<file path="src/rtl/axi_lite_regfile.sv">
// AXI4-Lite responder with six read/write words, a write counter and a constant ID word.
// All handshake and response outputs come straight from flops; nothing is combinational from inputs.
module axi_lite_regfile #(
    parameter int unsigned DATA_WIDTH = 32,
    parameter int unsigned ADDR_WIDTH = 8,
    parameter int unsigned RESP_WIDTH = 3,
    parameter logic [31:0] ID_VALUE   = 32'hA11E0001
) (
    input  logic                    s0_axi_aclk,
    input  logic                    s0_axi_areset,
    input  logic [ADDR_WIDTH-1:0]   s0_axi_awaddr,
    input  logic                    s0_axi_awvalid,
    output logic                    s0_axi_awready,
    input  logic [DATA_WIDTH-1:0]   s0_axi_wdata,
    input  logic [DATA_WIDTH/8-1:0] s0_axi_wstrb,
    input  logic                    s0_axi_wvalid,
    output logic                    s0_axi_wready,
    output logic [RESP_WIDTH-1:0]   s0_axi_bresp,
    output logic                    s0_axi_bvalid,
    input  logic                    s0_axi_bready,
    input  logic [ADDR_WIDTH-1:0]   s0_axi_araddr,
    input  logic                    s0_axi_arvalid,
    output logic                    s0_axi_arready,
    output logic [DATA_WIDTH-1:0]   s0_axi_rdata,
    output logic [RESP_WIDTH-1:0]   s0_axi_rresp,
    output logic                    s0_axi_rvalid,
    input  logic                    s0_axi_rready
);

    localparam int unsigned STRB_WIDTH = DATA_WIDTH / 8;
    localparam logic [RESP_WIDTH-1:0] RESP_OKAY   = RESP_WIDTH'(0);
    localparam logic [RESP_WIDTH-1:0] RESP_SLVERR = RESP_WIDTH'(2);

    typedef enum logic [1:0] {
        W_IDLE,
        W_HAVE_ADDR,
        W_HAVE_DATA,
        W_RESP
    } w_state_t;

    typedef enum logic {
        R_IDLE,
        R_DATA
    } r_state_t;

    function automatic logic addr_err(input logic [ADDR_WIDTH-1:0] a);
        return (a[1:0] != 2'b00) || (32'(a) >= 32'h20);
    endfunction

    w_state_t                w_state_q, w_state_d;
    logic [ADDR_WIDTH-1:0]   awaddr_q, awaddr_d;
    logic [DATA_WIDTH-1:0]   wdata_q, wdata_d;
    logic [STRB_WIDTH-1:0]   wstrb_q, wstrb_d;
    logic [RESP_WIDTH-1:0]   bresp_q, bresp_d;
    logic                    bvalid_q, bvalid_d;
    logic                    awready_q, awready_d;
    logic                    wready_q, wready_d;
    logic [DATA_WIDTH-1:0]   regs_q [0:5];
    logic [DATA_WIDTH-1:0]   regs_d [0:5];
    logic [DATA_WIDTH-1:0]   wr_count_q, wr_count_d;

    r_state_t                r_state_q, r_state_d;
    logic [DATA_WIDTH-1:0]   rdata_q, rdata_d;
    logic [RESP_WIDTH-1:0]   rresp_q, rresp_d;
    logic                    rvalid_q, rvalid_d;
    logic                    arready_q, arready_d;

    logic                    aw_hs, w_hs, ar_hs, commit;
    logic [2:0]              w_idx, r_idx;

    always_comb begin
        w_state_d  = w_state_q;
        awaddr_d   = awaddr_q;
        wdata_d    = wdata_q;
        wstrb_d    = wstrb_q;
        bresp_d    = bresp_q;
        regs_d     = regs_q;
        wr_count_d = wr_count_q;
        commit     = 1'b0;
        aw_hs      = s0_axi_awvalid && awready_q;
        w_hs       = s0_axi_wvalid && wready_q;

        if (aw_hs) begin
            awaddr_d = s0_axi_awaddr;
        end
        if (w_hs) begin
            wdata_d = s0_axi_wdata;
            wstrb_d = s0_axi_wstrb;
        end

        case (w_state_q)
            W_IDLE: begin
                if (aw_hs && w_hs) begin
                    w_state_d = W_RESP;
                    commit    = 1'b1;
                end else if (aw_hs) begin
                    w_state_d = W_HAVE_ADDR;
                end else if (w_hs) begin
                    w_state_d = W_HAVE_DATA;
                end
            end
            W_HAVE_ADDR: begin
                if (w_hs) begin
                    w_state_d = W_RESP;
                    commit    = 1'b1;
                end
            end
            W_HAVE_DATA: begin
                if (aw_hs) begin
                    w_state_d = W_RESP;
                    commit    = 1'b1;
                end
            end
            W_RESP: begin
                if (s0_axi_bready) begin
                    w_state_d = W_IDLE;
                end
            end
            default: w_state_d = W_IDLE;
        endcase

        // The _d copies already merge this cycle's handshake with anything latched earlier.
        w_idx = awaddr_d[4:2];
        if (commit) begin
            if (addr_err(awaddr_d) || (w_idx >= 3'd6)) begin
                bresp_d = RESP_SLVERR;
            end else begin
                bresp_d    = RESP_OKAY;
                wr_count_d = wr_count_q + DATA_WIDTH'(1);
                for (int unsigned i = 0; i < STRB_WIDTH; i++) begin
                    if (wstrb_d[i]) begin
                        regs_d[w_idx][8*i +: 8] = wdata_d[8*i +: 8];
                    end
                end
            end
        end

        awready_d = (w_state_d == W_IDLE) || (w_state_d == W_HAVE_DATA);
        wready_d  = (w_state_d == W_IDLE) || (w_state_d == W_HAVE_ADDR);
        bvalid_d  = (w_state_d == W_RESP);
    end

    always_comb begin
        r_state_d = r_state_q;
        rdata_d   = rdata_q;
        rresp_d   = rresp_q;
        ar_hs     = s0_axi_arvalid && arready_q;
        r_idx     = s0_axi_araddr[4:2];

        case (r_state_q)
            R_IDLE:  if (ar_hs) r_state_d = R_DATA;
            R_DATA:  if (s0_axi_rready) r_state_d = R_IDLE;
            default: r_state_d = R_IDLE;
        endcase

        // Reads sample the pre-edge register values, so a same-edge write is not visible.
        if (ar_hs) begin
            if (addr_err(s0_axi_araddr)) begin
                rdata_d = '0;
                rresp_d = RESP_SLVERR;
            end else begin
                rresp_d = RESP_OKAY;
                case (r_idx)
                    3'd6:    rdata_d = wr_count_q;
                    3'd7:    rdata_d = DATA_WIDTH'(ID_VALUE);
                    default: rdata_d = regs_q[r_idx];
                endcase
            end
        end

        arready_d = (r_state_d == R_IDLE);
        rvalid_d  = (r_state_d == R_DATA);
    end

    always_ff @(posedge s0_axi_aclk) begin
        if (s0_axi_areset) begin
            w_state_q  <= W_IDLE;
            awaddr_q   <= '0;
            wdata_q    <= '0;
            wstrb_q    <= '0;
            bresp_q    <= '0;
            bvalid_q   <= 1'b0;
            awready_q  <= 1'b0;
            wready_q   <= 1'b0;
            regs_q     <= '{default: '0};
            wr_count_q <= '0;
            r_state_q  <= R_IDLE;
            rdata_q    <= '0;
            rresp_q    <= '0;
            rvalid_q   <= 1'b0;
            arready_q  <= 1'b0;
        end else begin
            w_state_q  <= w_state_d;
            awaddr_q   <= awaddr_d;
            wdata_q    <= wdata_d;
            wstrb_q    <= wstrb_d;
            bresp_q    <= bresp_d;
            bvalid_q   <= bvalid_d;
            awready_q  <= awready_d;
            wready_q   <= wready_d;
            regs_q     <= regs_d;
            wr_count_q <= wr_count_d;
            r_state_q  <= r_state_d;
            rdata_q    <= rdata_d;
            rresp_q    <= rresp_d;
            rvalid_q   <= rvalid_d;
            arready_q  <= arready_d;
        end
    end

    assign s0_axi_awready = awready_q;
    assign s0_axi_wready  = wready_q;
    assign s0_axi_bresp   = bresp_q;
    assign s0_axi_bvalid  = bvalid_q;
    assign s0_axi_arready = arready_q;
    assign s0_axi_rdata   = rdata_q;
    assign s0_axi_rresp   = rresp_q;
    assign s0_axi_rvalid  = rvalid_q;

endmodule

</file>
<file path="config.mk">
export PLATFORM = sky130hd
export DESIGN_NAME = axi_lite_regfile
export DESIGN_NICKNAME = d
export VERILOG_FILES = /design/src/rtl/axi_lite_regfile.sv
export SDC_FILE = /design/constraint.sdc
export NUM_CORES = 1
export LEC_CHECK = 0
export ABC_AREA = 0
export ABC_CLOCK_PERIOD_IN_PS = 6300
export CAP_MARGIN = 20
export CORE_ASPECT_RATIO = 1.5
export CORE_UTILIZATION = 45
export DETAILED_ROUTE_END_ITERATION = 8
export GPL_TIMING_DRIVEN = 0
export PLACE_DENSITY = 0.68
export RECOVER_POWER = 50
export SYNTH_ARGS = -nofsm -noshare
export SYNTH_HDL_FRONTEND = slang
export SYNTH_SLANG_ARGS = --single-unit
</file>
<file path="constraint.sdc">
create_clock -name s0_axi_aclk -period 6.3 [get_ports s0_axi_aclk]
set_input_delay 1.26 -clock s0_axi_aclk [delete_from_list [all_inputs] [get_ports s0_axi_aclk]]
set_output_delay 1.26 -clock s0_axi_aclk [all_outputs]
set_load 0.005 [all_outputs]
</file>
* After elaboration in Yosys (flattened, before gate mapping)
Cells that the tools add are included.
** Storage, ports and cells
- Flip-flop bits (word level) :: 313
- Input port bits :: 59
- Output and inout port bits :: 43
- Word-level logic and storage cells :: 100
** Cells by class
- Add/sub/neg operators :: 1
- Bitwise gates (word level) :: 5
- Multiplexer cells :: 46
- Reduce and logical (&&, ||, !) cells :: 15
- Equality and inequality tests :: 8
- $lt $le $gt $ge :: 6
** Operators by type and width (number)
- $mux W192 :: 10
- $bwmux W192 :: 4
- $demux W32 S3 :: 4
- $mux W32 :: 5
- $bmux W32 S3 :: 1
- $pmux W32 S2 :: 1
- $add A32 B1 Y32 const B :: 1
- $mux W24 :: 1
- $ge A8 B6 Y1 const B :: 2
- $mux W16 :: 1
- $mux W2 :: 8
- $mux W8 :: 2
- $eq A2 B2 Y1 const B :: 4
- $ge A4 B4 Y1 const B :: 2
- $not A3 Y4 :: 2
- $pmux W2 S4 :: 1
- $eq A3 B3 Y1 const B :: 2
- $logic_and A1 B1 Y1 :: 5
- $logic_or A1 B1 Y1 :: 5
- $mux W1 :: 5
- $eq A2 B1 Y1 const B :: 2
- $logic_not A2 Y1 :: 2
- $lt A4 B1 Y1 const B :: 1
- $mux W4 :: 1
- other kinds (6) :: 9

* Depth between registers and ports, before layout
Gate-level depths: netlist of the first run.
- Depth in word-level cells :: 21
- Depth in mapped cells :: 9
- Gate-level depth less buffers :: 6

* Worst setup path before layout of the first run
Ideal clock, no wire load.
- Kind :: in2reg
- Start :: input port s0_axi_awvalid
- End :: register regs_q[56] in the netlist's numbering
- Arrival time :: 2.721 ns
- Stages on the path :: 7
- Setup slack :: 3.454 ns
- Required time :: 6.175 ns
- Path buffers :: 2
- Setup time :: 0.125 ns
- Path through :: buf_4 nand2_1 nand3_1 buf_4 a211oi_4 nand2_2 mux2i_1
** On the way
- Longest elaborated chain between the ends :: 18
- Elaborated cells on any way between the ends :: 36
- Those cells by class :: order compare (4); mux (23); bitwise (2); reduce/logical (7)
** Ends and longest elaborated chain
- start, declared :: line 12 : input logic s0_axi_awvalid,
- $logic_and A1 B1 Y1 * :: line 80 : aw_hs = s0_axi_awvalid && awready_q;
- $mux W8 :: line 83 : if (aw_hs) begin
- $not A3 Y4 (not written as such) :: line 132 : regs_d[w_idx][8*i +: 8] = wdata_d[8*i +: 8];
- $demux W32 S3 :: line 132
- $bwmux W192 :: line 132
- $mux W192 :: line 131 : if (wstrb_d[i]) begin
- $mux W192 :: line 125 : if (addr_err(awaddr_d) || (w_idx >= 3'd6)) begin
- $mux W192 :: line 124 : if (commit) begin
- [... 2 more ...]
- $mux W192 :: line 125
- $mux W192 :: line 124
- $bwmux W192 :: line 132
- $mux W192 :: line 131
- $mux W192 :: line 125
- $mux W192 :: line 124
- $bwmux W192 :: line 132
- $mux W192 :: line 131
- end signal, assigned :: line 201 : regs_q <= regs_d;
- end, declared :: line 58 : logic [DATA_WIDTH-1:0] regs_q [0:5];
Mark *: on every way between the ends. The rest lies on a longest branch, timed or not. The select of a mux whose other input is x is not followed.
A chain may end at the register's enable or synchronous reset.

* Worst setup path in the final report of the first run
- Start :: input port s0_axi_wvalid
- End :: register regs_q[120] in the netlist's numbering
** On the way
- Longest elaborated chain between the ends :: 15
- Elaborated cells on any way between the ends :: 21
- Those cells by class :: mux (18); reduce/logical (3)
** Ends and longest elaborated chain
- start, declared :: line 16 : input logic s0_axi_wvalid,
- $logic_and A1 B1 Y1 * :: line 81 : w_hs = s0_axi_wvalid && wready_q;
- $mux W4 :: line 86 : if (w_hs) begin
- $mux W192 :: line 131
- $mux W192 :: line 125
- $mux W192 :: line 124
- $bwmux W192 :: line 132
- $mux W192 :: line 131
- $mux W192 :: line 125
- $mux W192 :: line 124
- $bwmux W192 :: line 132
- $mux W192 :: line 131
- $mux W192 :: line 125
- $mux W192 :: line 124
- $bwmux W192 :: line 132
- $mux W192 :: line 131
Marked as above.

==> key figures, run 1 <==
Route
  • DR DRC count: 0
  • Via count: roughly 11k
  • Drt initial violations: 685
  • Routed WL per cell: about 21 µm
  • Drt pass-1 iters: 5
  • Remaining antenna violation count after routing: 0
  • Via density per instance: approximately 5.7
  • Drt total wl: around 40 mm

Die
  • # IOs: 102
  • Area of the die: 0.03083 mm²
  • Starting Density: a little under half
  • Core area: 0.02958 mm²
  • Die height: roughly 210 µm
  • Die width: 143.7 µm
  • Std-Cell Rows: between 70 and 80

Power and ir drop
  • Power density over cell area: around 260 mW/mm²
  • Lkg Pwr: ~7 nW
  • Worst IR drop on VDD: ~0.19 mV

STA
  • Maximum clock rate: 0.2399 GHz
  • Final period utilization: 66.17%
  • Clk_skew: ~0.019 ns
  • Final setup fails: 0
  • Hold slack: roughly 0.46 ns
  • Fin crit period: between 4 and 5 ns
  • Worst slew margin: about 31%
  • RSZ-0062 raised after global routing: false
  • Final Hold Viols: 0
  • Setup TNS: 0 ns
  • Final Max Tran Viols: 0
  • Actual slew at the worst max-slew pin: slightly above 1 ns

CTS
  • CTS Sinks: between 300 and 400
  • Clock-pin slew on the worst setup and hold paths: 0.06 ns
  • Setup Buffers After CTS: 0
  • Num CTS Buffers: 31
  • Hold buffers post-CTS: 0
  • Root Buffer: clkbuf_16
  • Clk_lat worst skew: about 0.57 ns
  • # resized after CTS: 0
  • CTS max path bufs: 3
  • CTS tree: built
  • H-tree depth: 1

Place
  • Post-DP HPWL: around 28 mm
  • # port buffers: 94
  • GP Congestion: between 0.8 and 0.9

Worst setup path
  • FF-to-FF path depth: 6
  • Crit Path Max Fanout: 10
  • R2r setup slk: just over 3 ns
  • Crit path capture type: flop
  • Critical Path RT: about 6.8 ns
  • FF-to-FF End: regs_q[120]
  • Crit path DAT: 4.65 ns
  • Reg2reg start: s0_axi_wready
  • Setup crit start kind: input pin
  • Crit Path Category: input pin to flop

GRT
  • Vias in the first global route: around 11k
  • Gr ovfl total: 0
  • Largest net degree at the start of global routing: 15
  • Initial antenna violation count: 0
  • First-pass GRT wire length: between 60 and 70 mm
  • Total GRT Usage: between 20% and 30%

Finish
  • Number of antenna diodes: 0
  • Fill cell count: about 2.7k
  • Ratio of cells with drive above 1 in the final layout: between 10% and 20%
  • Multi-input gate area: 0.006773 mm²
  • Sequential standard cell area: between 0.006 and 0.007 mm²
  • Area Growth Syn to Fin: 17.93%
  • Final #Nets: between 1.5k and 2k

Synthesis
  • Post-Syn Instances: between 1k and 1.5k
  • Sequential area share after synthesis: 45.64%
  • Post-synth EDFFs: 0
  • Mean cell area of the mapped netlist: 10.10 µm²
  • Synth Register Bits: 309
  • Synth Flop Type: dfxtp_1
  • Yosys cell types: 63
  • Yosys Warn Count: 0
  • Synthesized area: around 0.014 mm²
  • Async SR Flop Fraction: 0%

Min path
  • WHS Path Cells: 2
  • Hold worst-path end: regs_q[43]
  • Hold crit path type: flop to flop
  • Worst hold start: regs_q[43]

Outcome
  • Status: complete, no violations

Job
  • Max-Cap Viols: 0
## area by class of cell
type,instances,share of cell area [%]
clock buffers,47,5.793
well taps,395,3.092
inverters,48,1.127
flip-flops and latches,309,38.70
plain buffers,85,2.278
clock inverters,8,0.7437
repair buffers,94,5.887
multi-input cells,903,42.38
## worst max-delay path, stage by stage
cell and delay (ns):
dlygate4sd3_1 0.61, nand2_1 0.12, clkbuf_1 0.75, mux2i_1 0.30
a211oi_1 0.70, nand2_1 0.57, mux2i_1 0.33
## sequential cells by signal (all words and copies together) (netlist names), 2 cells and up
signal        cells
regs_q          192
s0_axi_rdata     32
wdata_q          32
wr_count_q       32
awaddr_q          8
wstrb_q           4
w_state_q         2
## cells in the mapped netlist, drive strengths merged (2+ instances only)
library cell	number	share of area, %
nand2b	54	2.5
nand3b	34	1.9
o31ai	5	0.28
o2111ai	5	0.32
o21ai	54	2.0
o221ai	9	0.58
mux4	32	5.3
o22ai	2	0.092
nand2	195	5.6
nor4	4	0.23
xnor2	9	0.58
xor2	3	0.19
o211ai	4	0.26
a21oi	34	1.3
o2bb2ai	21	1.4
or4	6	0.35
a21o	3	0.17
buf	34	1.4
and3	4	0.18
nor2b	2	0.092
clkbuf	51	1.4
inv	48	1.3
mux2	65	5.4
a2111oi	2	0.13
and4	4	0.26
nor2	61	1.7
nand3	13	0.55
nor3	7	0.30
or2	2	0.092
and2	3	0.14
or3	13	0.63
dfxtp	309	46
mux2i	189	14
nand4	7	0.43
a22oi	31	1.7
a211oi	10	0.85
## cells by family (layout without fill, tap and decap cells)
family,after synthesis,after routing,share of synthesized area (%)
compound gates,188,188,9.509
xor+xnor,12,12,0.7755
fa+ha+maj,1,1,0.09230
buf+inv,133,282,4.108
flops,309,309,45.64
mux,286,286,24.68
other cells,1,4,0.02767
simple gates,412,412,15.17
## where the power goes
part	switching [mW]	internal (mW)
clock	0.780	1.13
sequential	0.00852	1.97
combinational	0.186	0.111
## metrics by stage
stage                     total power [mW]  setup slack (ns)  util [%]  area, µm²  instances
after CTS                            4.212             2.826     54.25      16040       1889
after floorplan                      2.194             3.454         -      13560       1345
after global routing                 4.306             2.063     54.04      15980       1889
after global placement               2.321             2.272     50.71      15000       1834
after detailed placement             2.325             2.220     50.71      15000       1834
final                                4.186             2.132     54.04      15980       1889
## metal layers
metal | vias to the layer above | GRT usage, % | share of wire, %
li1 | 5002 | - | -
met1 | 5253 | 30.81 | 40
met2 | 359 | 46.86 | 51
met3 | 100 | 2.970 | 5.1
met4 | 0 | 11.84 | 4.5
met5 | - | 0 | 0
## how the worst max path moves through the flow
stage / cells after the start / end / slack [ns] / start
after floorplan: 7 / regs_q[56] / 3.45 / s0_axi_awvalid
after global placement: 8 / s0_axi_rdata[28] / 2.27 / s0_axi_araddr[2]
after detailed placement: 8 / s0_axi_rdata[29] / 2.22 / s0_axi_araddr[3]
after CTS: 7 / regs_q[33] / 2.83 / s0_axi_wvalid
after global routing: 7 / regs_q[186] / 2.06 / s0_axi_wvalid
final: 7 / regs_q[120] / 2.13 / s0_axi_wvalid
## cell usage in the layout, fill, tap and decap left out, types with 32 or more instances in the layout
cell	Yosys	routed
mux4_2	32	32
dlygate4sd3_1	0	42
nand2_1	183	189
nor2_1	61	61
inv_1	48	48
o21ai_0	53	54
clkbuf_1	51	66
dfxtp_1	309	309
nand2b_1	54	54
a21oi_1	34	34
nand3b_1	34	34
mux2_2	65	65
mux2i_1	189	189
clkdlybuf4s50_1	0	52
No activity file was read; power rests on OpenSTA's default activity.
==> inputs of run 2 (changes only) <==
ABC_CLOCK_PERIOD_IN_PS = 3500   (was 6300)
PLACE_DENSITY = 0.7   (was 0.68)
clock period = 3.5 ns   (was 6.3 ns; I/O delays follow)
==> key figures, run 2 (synthesis gave the netlist of run 1 again) <==
Route
  • Routed WL per cell: slightly above 20 µm
  • Via density per instance: between 5 and 6
  • Via count: around 11k
  • Drt pass-1 iters: 7
  • Drt initial violations: approximately 700
  • Drt total wl: between 30 and 40 mm
  • DR DRC count: 0
  • Remaining antenna violation count after routing: 0

CTS
  • H-tree depth: 1
  • CTS tree: built
  • Num CTS Buffers: 29
  • Clock-pin slew on the worst setup and hold paths: around 0.060 ns
  • Hold buffers post-CTS: 0
  • Root Buffer: clkbuf_16
  • CTS Sinks: ~300
  • Setup Buffers After CTS: 0
  • Clk_lat worst skew: approximately 0.57 ns
  • # resized after CTS: 0
  • CTS max path bufs: 3

Power and ir drop
  • Combinational share of power: under 10%
  • Power density over cell area: ~460 mW/mm²
  • Pint: 5.686 mW
  • Sequential fraction of design power: between 40% and 50%
  • Design Power: between 7 and 8 mW
  • Worst IR drop on VDD: roughly 0.34 mV
  • Clk network pwr share: 44.7%
  • Sw Pwr: 1.718 mW
  • Lkg Pwr: around 7 nW
  • Switching part of the total: between 20% and 30%

Die
  • # IOs: 102
  • Std-Cell Rows: 77
  • Starting Density: 45.82%
  • Area of the die: just over 0.03 mm²
  • Die width: ~140 µm
  • Die height: 214.5 µm
  • Core area: 0.02958 mm²

STA
  • Actual slew at the worst max-slew pin: roughly 0.93 ns
  • Final Hold Viols: 0
  • Maximum clock rate: between 0.3 and 0.4 GHz
  • Clk_skew: around 0.014 ns
  • Final Max Tran Viols: 0
  • RSZ-0062 raised after global routing: false
  • Worst slew margin: a little under two fifths
  • Setup WS post-layout: between 0.4 and 0.5 ns
  • Final period utilization: 87.19%
  • Setup TNS: 0 ns
  • Fin crit period: 3.052 ns
  • Final setup fails: 0

Min path
  • Hold worst-path end: regs_q[92]
  • WHS Path Cells: 2
  • Hold crit path type: flop to flop
  • Worst hold start: regs_q[92]

Worst setup path
  • Reg2reg start: s0_axi_wready
  • FF-to-FF path depth: 6
  • Max stage delay on crit path: around 0.69 ns
  • CP Cell Sequence: dlygate4sd3_1 -> nor4_1 -> nand3_2 -> clkbuf_1 -> a211oi_2 -> nand2_2 -> mux2i_1
  • Crit Path Category: input pin to flop
  • Crit path DAT: 3.49 ns
  • Setup crit start kind: input pin
  • Crit Path Max Fanout: 10
  • Slowest CP cell: a211oi_2
  • Worst Path Buf+Inv: 2
  • Critical Path RT: 3.94 ns
  • Crit path capture type: flop
  • Worst path top cell family by delay: simple AND/OR/NAND/NOR gates
  • R2r setup slk: 0.73 ns
  • FF-to-FF End: regs_q[127]

Finish
  • Largest register FFs: roughly 190
  • Number of antenna diodes: 0
  • Final Core Density: between 50% and 60%
  • Final #Nets: approximately 1.5k
  • Area Growth Syn to Fin: 17.78%
  • Top reg by flops: regs_q
  • Ratio of cells with drive above 1 in the final layout: 12.73%
  • Commonest non-fill, non-tap cell in the layout: dfxtp_1
  • Final instance count without filler cells: between 1.5k and 2k
  • Most frequent cells in the layout: dfxtp_1, mux2i_1, nand2_1, clkbuf_1, mux2_2
  • Fill cell count: between 2k and 3k

Place
  • Place WS: -0.07983 ns
  • # port buffers: 94
  • GP Congestion: around 0.87
  • Post-DP HPWL: 27.87 mm
  • Dpl cells: around 1.8k

GRT
  • Total GRT Usage: 25.37%
  • Gr ovfl total: 0
  • Largest net degree at the start of global routing: 15
  • First-pass GRT wire length: 59.05 mm
  • Vias in the first global route: approximately 11k
  • Initial antenna violation count: 0

Outcome
  • Status: complete, no violations

Job
  • Max-Cap Viols: 0
==> run 2: cell count changes in the layout (fill, tap and decap cells not counted) <==
cell and delta:
clkinv_2 -1, inv_6 +1, clkdlybuf4s50_1 +1, nand2_2 +6, clkinv_4 -1, a211oi_1 -1
dlygate4sd3_1 -1, buf_1 -1, a211oi_2 +1, nand2_1 -6, clkinvlp_4 +2, clkbuf_1 +1
clkbuf_16 -2
==> run 2: how the worst max path moves through the flow <==
stage | startpoint | endpoint | slack [ns] | depth (start not counted)
finish | s0_axi_awaddr[0] | regs_q[127] | 0.45 | 7
global route | s0_axi_wvalid | regs_q[153] | 0.21 | 7
CTS | s0_axi_araddr[3] | s0_axi_rdata[20] | 0.50 | 8
detailed placement | s0_axi_araddr[3] | s0_axi_rdata[20] | -0.08 | 8
global placement | s0_axi_araddr[3] | s0_axi_rdata[20] | -0.03 | 8
floorplan | s0_axi_awvalid | regs_q[56] | 1.21 | 7
==> run 2: area by class of cell <==
class	count	area [µm²]	area share, %
plain buffers	85	364.1	2.281
inverters	48	180.2	1.129
clock inverters	9	128.9	0.8073
multi-input cells	903	6793	42.55
clock buffers	44	872.1	5.463
well taps	395	494.2	3.096
flip-flops and latches	309	6186	38.75
repair buffers	95	944.7	5.918
==> run 2: worst register-to-register path: cells and delay by family, from the launching register on <==
kind | cells | cell delay [ns]
compound gates | 1 | 0.61
buf+inv | 1 | 0.69
flops | 1 | 0.34
mux | 2 | 0.51
simple gates | 2 | 0.48
==> run 2: power groups by stage <==
stage / combinational, mW / sequential (mW) / clock [mW]
2_1_floorplan: 0.307 / 3.64 / 0
3_3_place_gp: 0.528 / 3.64 / 0
4_1_cts: 0.537 / 3.57 / 3.36
6_report: 0.529 / 3.57 / 3.31
5_1_grt: 0.565 / 3.57 / 3.50
3_5_place_dp: 0.534 / 3.65 / 0
==> run 2: routing by layer <==
metal,vias to the layer above,global-route usage (%),routed length (µm)
met4,0,10.92,1584
met3,96,3.573,2288
li1,4994,-,-
met2,320,44.97,19530
met5,-,0,0
met1,5122,30.03,14860
==> run 2: through the flow <==
| stage | cell area (µm²) | hold slack, ns |
|---|---|---|
| 6_report | 15960 | 0.4591 |
| 5_1_grt | 15960 | 0.4717 |
| 4_1_cts | 16010 | 0.4593 |
| 3_5_place_dp | 15000 | 0.4503 |
| 3_3_place_gp | 15000 | 0.4420 |
| 2_1_floorplan | 13560 | 0.4352 |
==> inputs of run 3 (changes only) <==
CORE_MARGIN = 10   (was default)
==> key figures, run 3 (synthesis gave the netlist of run 1 again) <==
Min path
  • Hold crit path type: flop to flop
  • Worst hold start: regs_q[75]

Finish
  • Number of antenna diodes: 0
  • Most frequent cells in the layout: dfxtp_1, mux2i_1, nand2_1, mux2_2, clkbuf_1
  • Area Growth Syn to Fin: 17.37%
  • Largest register FFs: 192
  • Final #Nets: 1531
  • Final instance count without filler cells: around 1.9k
  • Top reg by flops: regs_q
  • Ratio of cells with drive above 1 in the final layout: about an eighth
  • Final Core Density: a little over half
  • Commonest non-fill, non-tap cell in the layout: dfxtp_1

CTS
  • Clk_lat worst skew: between 0.5 and 0.6 ns
  • Root Buffer: clkbuf_16
  • Num CTS Buffers: 29
  • CTS max path bufs: 3
  • Hold buffers post-CTS: 0
  • CTS Sinks: just over 300
  • # resized after CTS: 0
  • CTS tree: built
  • H-tree depth: 1
  • Setup Buffers After CTS: 0
  • Clock-pin slew on the worst setup and hold paths: ~0.060 ns

Worst setup path
  • Crit path capture type: flop
  • Critical Path RT: between 3 and 4 ns
  • Worst path top cell family by delay: simple AND/OR/NAND/NOR gates
  • Crit Path Category: input pin to flop
  • Crit path DAT: between 3 and 4 ns
  • R2r setup slk: roughly 0.68 ns
  • Slowest CP cell: a211oi_2
  • Crit Path Max Fanout: 10
  • Crit path launch: s0_axi_awaddr[0]
  • CP Cell Sequence: dlygate4sd3_1 -> nor4_1 -> nand3_2 -> clkbuf_1 -> a211oi_2 -> nand2_2 -> mux2i_1
  • Reg2reg start: s0_axi_awready
  • Max stage delay on crit path: ~0.65 ns
  • Worst Path Buf+Inv: 2
  • Setup crit start kind: input pin

Die
  • Area of the die: approximately 0.038 mm²
  • # IOs: between 100 and 150
  • Die height: roughly 230 µm
  • Starting Density: between 40% and 50%
  • Core area: slightly below 0.03 mm²
  • Std-Cell Rows: between 70 and 80
  • Die width: between 150 and 200 µm

STA
  • Clk_skew: roughly 0.014 ns
  • Actual slew at the worst max-slew pin: between 0.9 and 1 ns
  • Worst slew margin: about a third
  • Setup WS post-layout: between 0.4 and 0.5 ns
  • Final Max Tran Viols: 0
  • Final Hold Viols: 0
  • Final period utilization: 87.30%
  • Maximum clock rate: 0.3273 GHz
  • Final setup fails: 0
  • Hold slack: approximately 0.46 ns
  • RSZ-0062 raised after global routing: false
  • Fin crit period: about 3 ns

Route
  • Via density per instance: 5.572
  • Routed WL per cell: between 20 and 25 µm
  • Remaining antenna violation count after routing: 0
  • Drt pass-1 iters: 5
  • DR DRC count: 0
  • Via count: 10.52k
  • Drt total wl: around 39 mm
  • Drt initial violations: just over 800

Place
  • # port buffers: 94
  • GP Congestion: between 0.8 and 0.9
  • Post-DP HPWL: between 20 and 30 mm
  • Dpl cells: ~1.8k
  • Place WS: -0.03072 ns

Job
  • Max-Cap Viols: 0

GRT
  • Vias in the first global route: roughly 11k
  • Grt peak-use layer: met2
  • Largest net degree at the start of global routing: 17
  • Met3 global-route usage: between 3 and 4%
  • Gr ovfl total: 0
  • Met2 Use GR: between 30% and 40%
  • Total GRT Usage: 20.35%
  • Met1 usage: a little under a quarter
  • First-pass GRT wire length: slightly above 60 mm
  • Initial antenna violation count: 1

Power and ir drop
  • Design Power: between 7 and 8 mW
  • Lkg Pwr: between 6 and 7 nW
  • Worst IR drop on VDD: roughly 0.33 mV
  • Power density over cell area: approximately 460 mW/mm²

Outcome
  • Status: complete, no violations
run 3: stage by stage:
stage	TNS, ns	instance area, µm²
floorplan	0	13560
global placement	0	15000
detailed placement	-0.03072	15000
CTS	0	15950
global route	0	15910
finish	0	15910
run 3: final cells by class:
cell class / instances / area [µm²]
fillers: 2691 / 13670
well taps: 395 / 494.2
inverters: 48 / 180.2
clock buffers: 37 / 795.8
repair buffers: 95 / 944.7
plain buffers: 85 / 367.9
multi-input cells: 903 / 6793
clock inverters: 15 / 146.4
flip-flops and latches: 309 / 6186
run 3: per-layer routing:
| layer | share of wire (%) | vias to the layer above |
|---|---|---|
| li1 | - | 4999 |
| met1 | 39 | 5145 |
| met2 | 51 | 288 |
| met3 | 5.9 | 81 |
| met4 | 3.4 | 2 |
| met5 | 0.023 | - |
run 3: worst paths after layout:
path | endpoint | cells after the start
worst max-delay path | regs_q[72] | 7
worst min-delay path | regs_q[75] | 2
worst max register to register | regs_q[183] | 7
worst min register to register | regs_q[75] | 2
run 3: report_power, final:
group	leakage, nW	switching, mW	internal [mW]
Sequential	2.49	0.0152	3.55
Clock	0.462	1.42	1.76
Combinational	3.99	0.331	0.201
run 3: worst register-to-register path, delay by kind of cell, from the launching register on:
| family | cells | cell delay [ns] |
|---|---|---|
| compound gates | 3 | 0.82 |
| buf+inv | 2 | 0.54 |
| flops | 1 | 0.34 |
| simple gates | 2 | 0.98 |
